--- src/rtl/ro_window_counter.sv ---
// Ring-oscillator window counter: steps the RO mux select through every sensor,
// discards a settle interval, counts synchronized RO rising edges over a fixed window
// and hands {index, count} to the readout over a valid/ready handshake.

module ro_window_counter #(
    parameter int NWAY          = 5,
    parameter int SETTLE_CYCLES = 16,
    parameter int WINDOW_CYCLES = 4096,
    parameter int CNT_W         = 16
) (
    input  logic             clk,
    input  logic             rst_n,
    input  logic             start,
    input  logic             continuous,
    output logic [10:0]      select,
    input  logic             ro_selected,
    output logic             result_valid,
    input  logic             result_ready,
    output logic [10:0]      result_idx,
    output logic [CNT_W-1:0] result_count,
    output logic             busy,
    output logic             sweep_done
);

    localparam int IDX_W = 11;
    localparam int SC_W  = $clog2(SETTLE_CYCLES + 1);
    localparam int WC_W  = $clog2(WINDOW_CYCLES + 1);

    localparam logic [SC_W-1:0]  SETTLE_LAST = SC_W'(SETTLE_CYCLES - 1);
    localparam logic [WC_W-1:0]  WINDOW_LAST = WC_W'(WINDOW_CYCLES - 1);
    localparam logic [IDX_W-1:0] IDX_LAST    = IDX_W'(NWAY - 1);
    localparam logic [CNT_W-1:0] CNT_MAX     = {CNT_W{1'b1}};

    typedef enum logic [1:0] {
        ST_IDLE    = 2'd0,
        ST_SETTLE  = 2'd1,
        ST_MEASURE = 2'd2,
        ST_OUTPUT  = 2'd3
    } state_t;

    state_t            state_r;
    logic              sync1_r;
    logic              sync2_r;
    logic              sync3_r;
    logic              rise_s;
    logic [SC_W-1:0]   settle_cnt_r;
    logic [WC_W-1:0]   window_cnt_r;
    logic [CNT_W-1:0]  edge_cnt_r;
    logic [CNT_W-1:0]  edge_cnt_next_s;
    logic [IDX_W-1:0]  idx_r;

    // Saturating increment: the count sticks at all-ones instead of wrapping.
    function automatic logic [CNT_W-1:0] sat_inc(input logic [CNT_W-1:0] cnt,
                                                 input logic inc);
        if (inc && (cnt != CNT_MAX)) begin
            return cnt + CNT_W'(1);
        end else begin
            return cnt;
        end
    endfunction

    assign rise_s          = sync2_r & ~sync3_r;
    assign edge_cnt_next_s = sat_inc(edge_cnt_r, rise_s);

    // Two-flop synchronizer for the asynchronous RO plus one history flop for edge detect.
    always_ff @(posedge clk or negedge rst_n) begin
        if (!rst_n) begin
            sync1_r <= 1'b0;
            sync2_r <= 1'b0;
            sync3_r <= 1'b0;
        end else begin
            sync1_r <= ro_selected;
            sync2_r <= sync1_r;
            sync3_r <= sync2_r;
        end
    end

    // Sweep sequencer: state, counters, sensor index and every registered output.
    always_ff @(posedge clk or negedge rst_n) begin
        if (!rst_n) begin
            state_r      <= ST_IDLE;
            settle_cnt_r <= SC_W'(0);
            window_cnt_r <= WC_W'(0);
            edge_cnt_r   <= CNT_W'(0);
            idx_r        <= IDX_W'(0);
            select       <= IDX_W'(0);
            result_valid <= 1'b0;
            result_idx   <= IDX_W'(0);
            result_count <= CNT_W'(0);
            busy         <= 1'b0;
            sweep_done   <= 1'b0;
        end else begin
            sweep_done <= 1'b0;
            case (state_r)
                ST_IDLE: begin
                    if (start) begin
                        state_r      <= ST_SETTLE;
                        idx_r        <= IDX_W'(0);
                        select       <= IDX_W'(0);
                        settle_cnt_r <= SC_W'(0);
                        edge_cnt_r   <= CNT_W'(0);
                        busy         <= 1'b1;
                    end else begin
                        busy <= 1'b0;
                    end
                end
                ST_SETTLE: begin
                    // Edges seen here still carry the previous sensor's history.
                    edge_cnt_r <= CNT_W'(0);
                    if (settle_cnt_r == SETTLE_LAST) begin
                        state_r      <= ST_MEASURE;
                        settle_cnt_r <= SC_W'(0);
                        window_cnt_r <= WC_W'(0);
                    end else begin
                        settle_cnt_r <= settle_cnt_r + SC_W'(1);
                    end
                end
                ST_MEASURE: begin
                    edge_cnt_r <= edge_cnt_next_s;
                    if (window_cnt_r == WINDOW_LAST) begin
                        state_r      <= ST_OUTPUT;
                        window_cnt_r <= WC_W'(0);
                        result_count <= edge_cnt_next_s;
                        result_idx   <= idx_r;
                        result_valid <= 1'b1;
                    end else begin
                        window_cnt_r <= window_cnt_r + WC_W'(1);
                    end
                end
                ST_OUTPUT: begin
                    if (result_valid && result_ready) begin
                        result_valid <= 1'b0;
                        settle_cnt_r <= SC_W'(0);
                        edge_cnt_r   <= CNT_W'(0);
                        if (idx_r == IDX_LAST) begin
                            sweep_done <= 1'b1;
                            idx_r      <= IDX_W'(0);
                            select     <= IDX_W'(0);
                            if (continuous) begin
                                state_r <= ST_SETTLE;
                            end else begin
                                state_r <= ST_IDLE;
                                busy    <= 1'b0;
                            end
                        end else begin
                            idx_r   <= idx_r + IDX_W'(1);
                            select  <= idx_r + IDX_W'(1);
                            state_r <= ST_SETTLE;
                        end
                    end else begin
                        state_r <= ST_OUTPUT;
                    end
                end
                default: begin
                    state_r      <= ST_IDLE;
                    result_valid <= 1'b0;
                    busy         <= 1'b0;
                end
            endcase
        end
    end

endmodule

--- config.mk ---
export PLATFORM = sky130hd
export DESIGN_NAME = ro_window_counter
export DESIGN_NICKNAME = d
export VERILOG_FILES = /design/src/rtl/ro_window_counter.sv
export SDC_FILE = /design/constraint.sdc
export NUM_CORES = 1
export LEC_CHECK = 0
export ABC_AREA = 1
export BUFFER_PORTS_ARGS = -buffer_cell sky130_fd_sc_hd__buf_2
export CAP_MARGIN = 20
export CORE_MARGIN = 3
export CORE_UTILIZATION = 53
export DETAILED_ROUTE_END_ITERATION = 8
export GPL_TIMING_DRIVEN = 0
export PLACE_DENSITY_LB_ADDON = 0.2
export SYNTH_ARGS = -nofsm -noshare
export SYNTH_HDL_FRONTEND = slang
export SYNTH_SLANG_ARGS = --single-unit
export TNS_END_PERCENT = 50
--- constraint.sdc ---
create_clock -name clk -period 1.8 [get_ports clk]
set_clock_uncertainty 0.2 [all_clocks]
set_input_delay 0.09 -clock clk [delete_from_list [all_inputs] [get_ports clk]]
set_output_delay 0.09 -clock clk [all_outputs]
set_load 0.05 [all_outputs]
# Word level (Yosys, flattened, before mapping)
# Index checks and enable logic that the tools add are counted.
# Widths: inputs -> output; s select.
word_totals:
  ff_bits: 80
  word_cells: 80
  input_bits: 6
op_classes:
  n_reduce_logical: 15
  mux: 33
  n_eq_ne: 13
  bitwise_logic: 2
  n_addsub: 4
op_table:
  columns: ["op", "count"]
  rows:
  - ["$pmux 16 s4", 1]
  - ["$mux 16", 3]
  - ["$mux 11", 3]
  - ["$mux 13", 2]
  - ["$pmux 13 s2", 1]
  - ["$pmux 11 s2", 1]
  - ["$add 16x1->16 const B", 1]
  - ["$ne 16x16->1 const B", 1]
  - ["$mux 5", 3]
  - ["$pmux 5 s3", 1]
  - ["$add 13x1->13 const B", 1]
  - ["$eq 13x12->1 const B", 1]
  - ["$ne 2x2->1 const B", 6]
  - ["$reduce_and 3->1", 4]
  - ["$add 11x1->11 const B", 1]
  - ["$eq 11x3->1 const B", 1]
  - ["$mux 1", 10]
  - ["$mux 2", 5]
  - ["$pmux 2 s4", 1]
  - ["$reduce_and 2->1", 3]
  - ["$reduce_bool 2->1", 3]
  - ["$add 5x1->5 const B", 1]
  - ["$eq 5x4->1 const B", 1]
  - ["$eq 2x2->1 const B", 2]
  - ["other kinds (8)", 10]

# Logic depth before layout (Yosys ltp)
# Gate-level depths: netlist (run 1).
depth:
  depth_word: 5
  mapped_depth: 11

# Worst setup path after synthesis (run 1)
# OpenSTA, ideal clock, no wires.
synth_path:
  path_kind: "reg-to-reg"
  from: "register idx_r[1]"
  to: "register idx_r[10]"
  n_path_buf: 0
  setup_slack_ps: -104
  period_less_slack_ps: 1904
  arrival_time_ps: 1578
  setup_time_ps: 126
  stages_incl_launch_ff: 8
  cell_sequence: "dfrtp_1 ha_1 inv_1 nor3_2 nand3_1 nor2_1 xor2_1 nor2_1"
synth_via:
  elab_chain_cells: 4
synth_lines:
  columns: ["element", "line_no", "source"]
  rows:
  - ["start, declared", "50", "logic [IDX_W-1:0] idx_r;"]
  - ["start signal, assigned", "146", "idx_r <= idx_r + IDX_W'(1);"]
  - ["$add 11x1->11 / $eq 11x3->1 (equally long branches)", "146, 135", null]
  - ["$mux 11 (*)", "135", "if (idx_r == IDX_LAST) begin"]
  - ["$mux 11 (*)", "131", "if (result_valid && result_ready) begin"]
  - ["$pmux 11 s2 (*)", "94", "case (state_r)"]
# Mark *: on every way between the ends. The rest lies on a longest branch, timed or not. The select of a mux whose other input is x is not followed.
# A chain may end at the register's enable or synchronous reset.

# Worst setup path after layout (run 1)
layout_path:
  from: "register window_cnt_r[0]"
  to: "register result_idx[9]"
layout_via:
  elab_chain_cells: 2
layout_lines:
  columns: ["element", "line_no", "source"]
  rows:
  - ["start, declared", "47", "logic [WC_W-1:0] window_cnt_r;"]
  - ["start signal, assigned", "127", "window_cnt_r <= window_cnt_r + WC_W'(1);"]
  - ["$eq 13x12->1", "120", "if (window_cnt_r == WINDOW_LAST) begin"]
  - ["$reduce_and 2->1 (no source line)", null, null]
  - ["end signal, assigned", "124", "result_idx <= idx_r;"]
  - ["end, declared", "19", "output logic [10:0] result_idx,"]
# No other way between the ends.

==> results of run 1 <==
power by group through the flow:
stage	sequential (W)	combinational [W]	clock (W)
after global placement	0.00215	0.00135	0
final	0.00216	0.00173	0.00120
after CTS	0.00214	0.00149	0.00121
after detailed placement	0.00216	0.00138	0
after floorplan	0.00231	0.000843	0
after global routing	0.00219	0.00192	0.00127
routing by layer:
layer,GRT usage,part of all wire,routed length [um],vias up
met1,0.2944,0.41,4299,1841
met4,0.09507,0.015,162,0
li1,-,-,-,1876
met5,0,0,0,-
met3,0.03205,0.053,555,20
met2,0.3885,0.52,5448,135
synthesized netlist by cell type:
cell type    n
a22o_1       1
inv_4        1
nor2_4       1
buf_1        1
inv_1       48
a21oi_1      6
xnor2_1      7
nor3_2       1
nand4_1     12
or2_2        1
nor3b_1      1
buf_6        3
nor3_1       8
nand2_2      1
a31oi_1      1
a21oi_2      1
o21ai_0     23
xor2_1      11
o22ai_1      3
ha_1         5
o21ai_1     12
a21boi_0     1
nor2_2       4
o21ai_2      2
nand3_1     29
nor2_1      45
nand2_1    213
buf_4        4
dfrtp_1     80
nand3_2      4
buf_2        4
inv_2        3
metrics by stage:
step	worst slack (ns)	power [W]	cell area [um^2]	utilization	hold WS, ns
2_1_floorplan	-0.01658	0.003152	4120	-	-0.4056
3_3_place_gp	-0.2914	0.003501	4474	0.6040	-0.002270
3_5_place_dp	-0.1850	0.003547	4497	0.6070	-0.09886
4_1_cts	-0.03240	0.004842	4865	0.6566	0.07532
5_1_grt	-0.2067	0.005382	5271	0.7115	0.1028
6_report	-0.08945	0.005098	5271	0.7115	0.06365
sequential cells by signal (all words and copies together), names as in the netlist:
| signal | cells |
|---|---|
| sync2_r | 1 |
| sync1_r | 1 |
| sync3_r | 1 |
| idx_r | 11 |
| window_cnt_r | 13 |
| settle_cnt_r | 5 |
| sweep_done | 1 |
| busy | 1 |
| result_idx | 11 |
| result_valid | 1 |
| state_r | 2 |
| edge_cnt_r | 16 |
| result_count | 16 |
critical path, cell delays in order, from the launching register on:
cell,delay [ns]
dfrtp_1,0.42
ha_4,0.17
nand3_4,0.09
nor2_4,0.15
nand2_4,0.07
nor2_4,0.14
nand3_4,0.10
buf_8,0.16
clkbuf_16,0.16
nand2_2,0.05
o21ai_1,0.05
worst min path at each step:
stage	startpoint	endpoint	slack (ns)	cells past startpoint
final	rst_n	edge_cnt_r[2]	0.06	2
after global placement	ro_selected	sync1_r	-0.002	1
after CTS	rst_n	result_count[3]	0.08	2
after global routing	rst_n	window_cnt_r[8]	0.10	2
after detailed placement	rst_n	result_count[3]	-0.1	1
after floorplan	rst_n	busy	-0.41	0
cell families (layout without fill, tap and decap cells):
logic type / after synthesis / after routing / share of synthesized area
xor gates and xnor gates: 18 / 18 / 0.03831
adders and majority gates: 5 / 5 / 0.01520
DFF: 80 / 80 / 0.4865
AOI/OAI and AO/OA: 50 / 50 / 0.06629
and+or+nand+nor: 320 / 320 / 0.3244
buffers and inverters: 64 / 151 / 0.06932
area by class of cell:
class	count	area, um^2	share of cell area
Buffer	12	128.9	0.02445
Clock buffer	10	137.6	0.02611
Clock inverter	6	35.03	0.006646
Inverter	52	207.7	0.03940
Multi-Input combinational cell	393	2137	0.4054
Sequential cell	80	2012	0.3817
Tap cell	99	123.9	0.02350
Timing Repair Buffer	70	483.0	0.09162
Timing Repair inverter	1	6.256	0.001187
repair_timing:
action | CTS | global route
endpoints found under the setup margin | 53 | 71
endpoints found under the hold margin | 84 | 0
pin swaps | 4 | 26
hold buffers | 5 | 0
gates cloned | 1 | 3
gates resized for setup | 19 | 95
buffers inserted | 6 | 9
==> metrics.md, run 1 <==
| Metric | Value |
|---|---|
| Outcome | complete, but fails checks |
| Failing checks | negative setup slack |
| # nets final | 630 |
| Root Buffer Master | clkbuf_8 |
| CTS tree | done |
| Die Area | 8858 um^2 |
| Layout cells sized above 1 | 0.2917 |
| Port buffer count | 46 |
| Fillcell total | 558 |
| CTS clk-pin slew, worst paths | 0.08 ns |
| Worst slew margin | 0.6521 |
| Top cells by area, synth | dfrtp_1 49%, nand2_1 19%, inv_1 4.4% |
| Die Wd | 94.12 um |
| Worst-path fanout max | 6 |
| WL final | 10470 um |
| Post-synthesis cell count | 537 |
| Max_cap viols | 0 |
| CORE AREA | 7408 um^2 |
| Layout Cells excl Fill | 723 |
| Critical path class | reg -> reg |
| Worst VDD drop | 0.9573 mV |
| Leakage power | 2.627 nW |
| Startpoint Class | register |
| Clock power share | 0.235 |
| Worst-Margin Slew | 0.5219 ns |
| Worst Setup SP | window_cnt_r[0] |
| CTS max path bufs | 2 |
| ANT cells | 0 |
| Max H-tree Level | 3 |
| Period minus WS final | 1.889 ns |
| Setup crit end | result_idx[9] |
| Post-synth top area cell | dfrtp_1 |
| First-pass DRT Iterations | 5 |
| Setup crit end kind | register |
| Aggregate global routing overflow | 0 |
| Required @ worst endpoint | 1.84 ns |
| Cell area power density | 967.1 nW/um^2 |
| Area of the mapped netlist | 4115 um^2 |
| GP Congestion | 0.9701 |
| Reg-to-reg startpoint | window_cnt_r[0] |
| Yosys reg bits | 80 |
| NetSw | 0.002034 W |
| Commonest non-fill, non-tap cells in the layout | 172 x nand2_1, 72 x dfrtp_1, 49 x buf_2, 45 x inv_1, 38 x nor2_1 |
| Initial DRC count | 297 |
| Worst reg2reg setup slack | -0.09 ns |
| Initial Util | 0.5555 |
| Sequential power share | 0.425 |
| IO Count | 47 |
| Overall Global Routing Usage | 0.2296 |
| RSZ-0062 raised after global routing | true |
| Mapped Nets | 548 |
| First-pass GRT wire length | 16080 um |
| Post-route DRC | 0 |
| Antenna Violating Nets Remaining | 0 |
| PnR worst setup slack | -0.08945 ns |
| Total Neg Setup Slack | -1.881 ns |
| Die Height | 94.12 um |
| Sequential area share after synthesis | 0.4865 |
| Pins Over Slew Limit | 0 |
| # rows | 31 |
| P_int | 0.003063 W |
| Num CTS Buffers | 9 |
| Synth top area share | 0.4865 |
| DR WL/cell | 14.48 um |
| Post-Place Cells | 683 |
| Detailed Place HPWL | 6740 um |
| RR Endpoint | result_idx[9] |
| Net Sw Frac | 0.3991 |
| Avg Vias per Cell | 5.355 |
| Vias | 3872 |
| Syn_area_per_cell | 7.663 um^2 |
| Leading cell type in the layout, fill and taps excluded | nand2_1 |
| Fin crit share | 1.050 |
| Clock sinks | 80 |
| Synth unique cells | 32 |
| Pin count of the biggest net entering global routing | 42 |
| Antenna violations before repair | 0 |
| Final setup vio count | 36 |
| Vias in the first global route | 3566 |
| HP Class | in -> async |
| Fmax | 529.3 MHz |
| Final Hold Violating Endpoints | 0 |
| Area Overhead vs Synth | 28.09% |
| Warnings, synthesis | 0 |
| Combinational power share | 0.340 |
| Clk Latency, worst-skew pair | 0.35 ns |
| R2R cell count | 10 |
| Crit path DAT | 1.93 ns |
(Power assumes the default switching activity.)
==> inputs of run 2 (changes only) <==
PLACE_DENSITY = 0.76   (was default)
PLACE_DENSITY_LB_ADDON = default   (was 0.2)
==> metrics.md, run 2 (synthesis results as in run 1) <==
| Metric | Value |
|---|---|
| Final setup vio count | 25 (-31%) |
| Post-route DRC | 0 (unchanged) |
| DR WL/cell | 13.32 um (-8.0%) |
| Final Hold Violating Endpoints | 0 (unchanged) |
| Fillcell total | 585 (+4.8%) |
| Port buffer count | 46 (unchanged) |
| Worst reg2reg setup slack | -0.06 ns (+0.03 ns) |
| ANT cells | 0 (unchanged) |
| # rows | 31 (unchanged) |
| Fmax | 538.9 MHz (+1.8%) |
| Worst VDD drop | 0.8007 mV (-16%) |
| Fin crit share | 1.031 (-0.01872) |
| R2R cell count | 10 (unchanged) |
| Root Buffer Master | clkbuf_8 |
| Crit path DAT | 1.94 ns (about the same) |
| Critical path class | reg -> reg |
| First-pass GRT wire length | 16240 um (+0.98%) |
| WL final | 9707 um (-7.3%) |
| Initial DRC count | 185 (-38%) |
| Antenna Violating Nets Remaining | 0 (unchanged) |
| Layout cells sized above 1 | 0.2762 (-0.01548) |
| Clock sinks | 80 (unchanged) |
| Die Height | 94.12 um (unchanged) |
| Initial Util | 0.5555 (unchanged) |
| Worst-path fanout max | 7 (+1) |
| Period minus WS final | 1.856 ns (-0.03370 ns) |
| Combinational power share | 0.338 (-0.002) |
| RSZ-0062 raised after global routing | true |
| Antenna violations before repair | 0 (unchanged) |
| CTS clk-pin slew, worst paths | 0.08 ns (about the same) |
| Worst-Margin Slew | 0.4457 ns (-0.07614 ns) |
| Clk Latency, worst-skew pair | 0.35 ns (about the same) |
| Util after Layout | 0.7034 (-0.008107) |
| Vias in the first global route | 3671 (+2.9%) |
| NetSw | 0.001976 W (-2.9%) |
| GP Congestion | 0.9145 (-5.7%) |
| Outcome | complete, but fails checks |
| Die Area | 8858 um^2 (unchanged) |
| Total Neg Setup Slack | -0.4852 ns (+1.396 ns) |
| Net Sw Frac | 0.3926 (-0.006433) |
| Final Total Pwr | 0.005033 W (-1.3%) |
| Worst Hold Slack | 0.008865 ns (-0.05478 ns) |
| Startpoint Class | register |
| Overall Global Routing Usage | 0.2295 (about the same) |
| Area Overhead vs Synth | 26.63% |
| Max_cap viols | 0 (unchanged) |
| Required @ worst endpoint | 1.89 ns (+0.05 ns) |
| Clock power share | 0.236 (about the same) |
| Failing checks | negative setup slack |
| Leakage power | 2.614 nW (-0.48%) |
| Max H-tree Level | 3 (unchanged) |
| CTS max path bufs | 2 (unchanged) |
| # nets final | 636 (+0.95%) |
| Sequential power share | 0.426 (about the same) |
| Pin count of the biggest net entering global routing | 57 (+36%) |
| Pins Over Slew Limit | 0 (unchanged) |
| Commonest non-fill, non-tap cells in the layout | 191 x nand2_1, 70 x dfrtp_1, 47 x buf_2, 46 x inv_1, 33 x nor2_1 |
| Worst slew margin | 0.7009 (+0.04877) |
| Detailed Place HPWL | 6565 um (-2.6%) |
| CORE AREA | 7408 um^2 (unchanged) |
| First-pass DRT Iterations | 5 (unchanged) |
| Worst hold path depth | 6 |
| HP Class | in -> reg |
| Die Wd | 94.12 um (unchanged) |
| Top Registers | edge_cnt_r x16, result_count x16, window_cnt_r x13 |
| Num CTS Buffers | 9 (unchanged) |
| Aggregate global routing overflow | 0 (unchanged) |
| Avg Vias per Cell | 5.218 (-2.6%) |
| CTS tree | done |
| Vias | 3804 (-1.8%) |
| PnR worst setup slack | -0.05575 ns (+0.03370 ns) |
| Setup crit end kind | register |
| P_int | 0.003057 W (-0.22%) |
| Cell area power density | 965.8 nW/um^2 (-0.14%) |
| Leading cell type in the layout, fill and taps excluded | nand2_1 |
| IO Count | 47 (unchanged) |
## run 2: layout make-up
type	instances	area, um^2	share of cell area
Buffer	12	122.6	0.02353
Inverter	52	210.2	0.04034
Tap cell	99	123.9	0.02377
Timing Repair inverter	1	8.758	0.001681
Sequential cell	80	2014	0.3866
Clock inverter	5	32.53	0.006242
Clock buffer	11	141.4	0.02713
Timing Repair Buffer	76	494.2	0.09484
Multi-Input combinational cell	393	2063	0.3959
## run 2: final timing paths
path	start	to
worst min register to register	sync1_r	sync2_r
worst min-delay path	result_ready	busy
max in group asynchronous	rst_n	result_valid
worst max register to register	edge_cnt_r[4]	result_count[2]
min in group asynchronous	rst_n	result_count[7]
worst max-delay path	edge_cnt_r[4]	result_count[2]
## run 2: critical path: stages, from the launching register on
cell     delay [ns]
dfrtp_1        0.44
nand2_1        0.18
nor2_4         0.17
nand2_4        0.07
o21ai_4        0.18
buf_8          0.17
buf_6          0.13
nand2_1        0.06
o21ai_2        0.07
nand2_1        0.07
nand2_1        0.05
## run 2: repair_timing
action | 4_1_cts | 5_1_grt
gates cloned | 0 | 1
endpoints found under the hold margin | 84 | 0
buffers inserted | 7 | 17
pin swaps | 4 | 12
resized for setup | 14 | 75
endpoints found under the setup margin | 53 | 70
hold buffers | 5 | 0
## run 2: stage by stage
step / cells / cell area [um^2] / worst slack (ns)
2_1_floorplan: 537 / 4120 / -0.01658
3_3_place_gp: 682 / 4474 / -0.2879
3_5_place_dp: 683 / 4504 / -0.1590
4_1_cts: 711 / 4833 / -0.02800
5_1_grt: 729 / 5211 / -0.1912
6_report: 729 / 5211 / -0.05575
## run 2: per-layer routing
layer | global-route usage | up-vias | routed length (um)
met2 | 0.3986 | 101 | 4928
met4 | 0.06739 | 0 | 111
met5 | 0 | - | 0
met1 | 0.2885 | 1816 | 4196
met3 | 0.04567 | 10 | 471
li1 | - | 1877 | -
## run 2: power by group through the flow
| stage | Combinational [W] | Sequential, W | Clock (W) |
|---|---|---|---|
| 6_report | 0.00170 | 0.00214 | 0.00119 |
| 5_1_grt | 0.00188 | 0.00217 | 0.00128 |
| 4_1_cts | 0.00154 | 0.00212 | 0.00121 |
| 3_5_place_dp | 0.00141 | 0.00216 | 0 |
| 3_3_place_gp | 0.00135 | 0.00216 | 0 |
| 2_1_floorplan | 0.000843 | 0.00231 | 0 |
==> inputs of run 3 (changes only) <==
CORE_ASPECT_RATIO = 2   (was default)
==> metrics.md, run 3 (synthesis results as in run 1) <==
| Metric | Value |
|---|---|
| Outcome | complete, but fails checks |
| Vias | 3985 (+4.8%) |
| Clock sinks | 80 (unchanged) |
| Detailed Place HPWL | 7454 um (+14%) |
| CTS tree | done |
| Initial DRC count | 296 (+60%) |
| Antenna Violating Nets Remaining | 0 (unchanged) |
| DR WL/cell | 15.55 um (+17%) |
| Top Registers | edge_cnt_r x16, result_count x16, window_cnt_r x13 |
| Pin count of the biggest net entering global routing | 63 (+11%) |
| Die Height | 130.6 um (+39%) |
| Pins Over Slew Limit | 0 (unchanged) |
| Period minus WS final | 1.873 ns (+0.01768 ns) |
| Port buffer count | 46 (unchanged) |
| R2R cell count | 10 (unchanged) |
| Max_cap viols | 0 (unchanged) |
| ANT cells | 0 (unchanged) |
| Clk Latency, worst-skew pair | 0.34 ns (about the same) |
| Final Total Pwr | 0.005992 W (+19%) |
| Post-route DRC | 0 (unchanged) |
| Final setup vio count | 23 (-8.0%) |
| Reg-to-reg startpoint | window_cnt_r[1] |
| CTS clk-pin slew, worst paths | 0.06 ns (-0.02 ns) |
| Commonest non-fill, non-tap cells in the layout | 174 x nand2_1, 67 x dfrtp_1, 48 x buf_2, 44 x inv_1, 33 x nor2_1 |
| GP Congestion | 0.9200 (+0.60%) |
| Setup crit end kind | register |
| Dpl ws | -0.1699 ns (-0.01087 ns) |
| Initial Util | 0.5578 (+0.002355) |
| CTS max path bufs | 2 (unchanged) |
| Antenna violations before repair | 0 (unchanged) |
| Die Wd | 68.31 um (-27%) |
| Die Area | 8922 um^2 (+0.72%) |
| Overall Global Routing Usage | 0.2626 (+0.03309) |
| Layout Cells excl Fill | 726 (-0.41%) |
| Required @ worst endpoint | 1.82 ns (-0.07 ns) |
| Fmax | 533.8 MHz (-0.94%) |
| Worst reg2reg setup slack | -0.07 ns (-0.02 ns) |
| Failing checks | negative hold slack, negative setup slack |
| Vias in the first global route | 3987 (+8.6%) |
| Num CTS Buffers | 9 (unchanged) |
| Avg Vias per Cell | 5.489 (+5.2%) |
| Crit path DAT | 1.89 ns (-0.05 ns) |
| Area Overhead vs Synth | 33.51% |
| Worst-Margin Slew | 0.3962 ns (-0.04950 ns) |
| First-pass GRT wire length | 17490 um (+7.7%) |
| IO Count | 47 (unchanged) |
| Fin crit share | 1.041 (+0.009823) |
| First-pass DRT Iterations | 5 (unchanged) |
| Cell area power density | 1091 nW/um^2 (+13%) |
| Critical path class | reg -> reg |
| Root Buffer Master | clkbuf_16 |
| CP max stage delay | 0.40 ns (-0.04 ns) |
| Layout cells sized above 1 | 0.3186 (+0.04242) |
| # rows | 44 (+42%) |
| RSZ-0062 raised after global routing | true |
| Worst Hold Slack | -0.01464 ns (-0.02350 ns) |
| Fillcell total | 540 (-7.7%) |
| Aggregate global routing overflow | 0 (unchanged) |
| WL final | 11290 um (+16%) |
| CORE AREA | 7377 um^2 (-0.42%) |
| Final Hold Violating Endpoints | 18 (+18) |
| Worst-path fanout max | 6 (-1) |
| Worst VDD drop | 1.236 mV (+54%) |
| Max stage delay cell, worst path | dfrtp_1 |
| # nets final | 640 (+0.63%) |
| PnR worst setup slack | -0.07343 ns (-0.01768 ns) |
| Post-Place Cells | 676 (-1.0%) |
| HP Class | in -> async |
| Util after Layout | 0.7447 (+0.04131) |
| Leakage power | 2.714 nW (+3.8%) |
| Leading cell type in the layout, fill and taps excluded | nand2_1 |
| Max H-tree Level | 3 (unchanged) |
| RR Endpoint | result_idx[8] |
| Worst slew margin | 0.7349 (+0.03402) |
| Critical-path cell list | ha_4, nand3_4, nor2_4, nand2_2, nor2_4, nand3_4, buf_8, buf_8, nand2_4, o21ai_2 |
| Startpoint Class | register |
-- run 3: cell types whose count changed in the layout (fill, tap and decap cells not counted), moves of 3 or more --
cell / delta
nand2_1: -17
nand2_2: +14
clkbuf_16: +10
clkbuf_8: -6
o21ai_0: -6
clkinvlp_4: -3
dfrtp_1: -3
dfrtp_2: +3
nand2_4: +3
o21ai_2: +3
-- run 3: per-layer routing --
metal,vias to the layer above,share of wire,track usage
li1,1882,-,-
met1,1904,0.34,0.2487
met2,138,0.56,0.4926
met3,61,0.034,0.04192
met4,0,0.059,0.1688
met5,-,0,0
-- run 3: layout make-up --
cell class | count | area, um^2 | share of cell area
multi-input combinational | 393 | 2138 | 0.3892
sequential | 80 | 2018 | 0.3673
timing repair buffer | 81 | 563.0 | 0.1025
clock buffer | 14 | 284.0 | 0.05170
inverter | 52 | 210.2 | 0.03826
buffer | 12 | 130.1 | 0.02368
tap | 92 | 115.1 | 0.02095
clock inverter | 2 | 35.03 | 0.006377
-- run 3: how the worst max path moves through the flow --
stage	to	startpoint	depth (start not counted)
after floorplan	idx_r[10]	idx_r[2]	6
after global placement	result_valid	rst_n	1
after detailed placement	edge_cnt_r[9]	edge_cnt_r[1]	11
after CTS	result_count[11]	window_cnt_r[1]	10
after global routing	result_idx[8]	window_cnt_r[1]	10
final	result_idx[8]	window_cnt_r[1]	10
-- run 3: timing repair --
| item | in CTS | in global routing |
|---|---|---|
| setup buffers | 8 | 17 |
| pin swaps | 11 | 14 |
| resized for setup | 37 | 90 |
| hold buffers | 6 | 0 |
| setup endpoints to repair | 56 | 87 |
| cloned | 3 | 1 |
| endpoints found under the hold margin | 84 | 0 |
-- run 3: where the power goes --
| part | total, W | internal (W) | switching [W] |
|---|---|---|---|
| clock | 0.00191 | 0.00122 | 0.000688 |
| combinational | 0.00193 | 0.000672 | 0.00126 |
| sequential | 0.00215 | 0.00197 | 0.000177 |
-- run 3: through the flow --
stage | cell area [um^2] | hold WS, ns | TNS [ns]
after floorplan | 4120 | -0.4056 | -0.01658
after global placement | 4466 | -0.0006379 | -11.88
after detailed placement | 4496 | -0.2111 | -5.202
after CTS | 5074 | 0.1036 | -0.8746
after global routing | 5494 | 0.01974 | -4.057
final | 5494 | -0.01464 | -1.011
-- run 3: worst max-delay path: cells and delay by family, from the launching register on --
kind / cells / cell delay, ns
flops: 1 / 0.40
compound gates: 1 / 0.06
fa+ha+maj: 1 / 0.17
buf+inv: 2 / 0.31
simple gates: 6 / 0.61
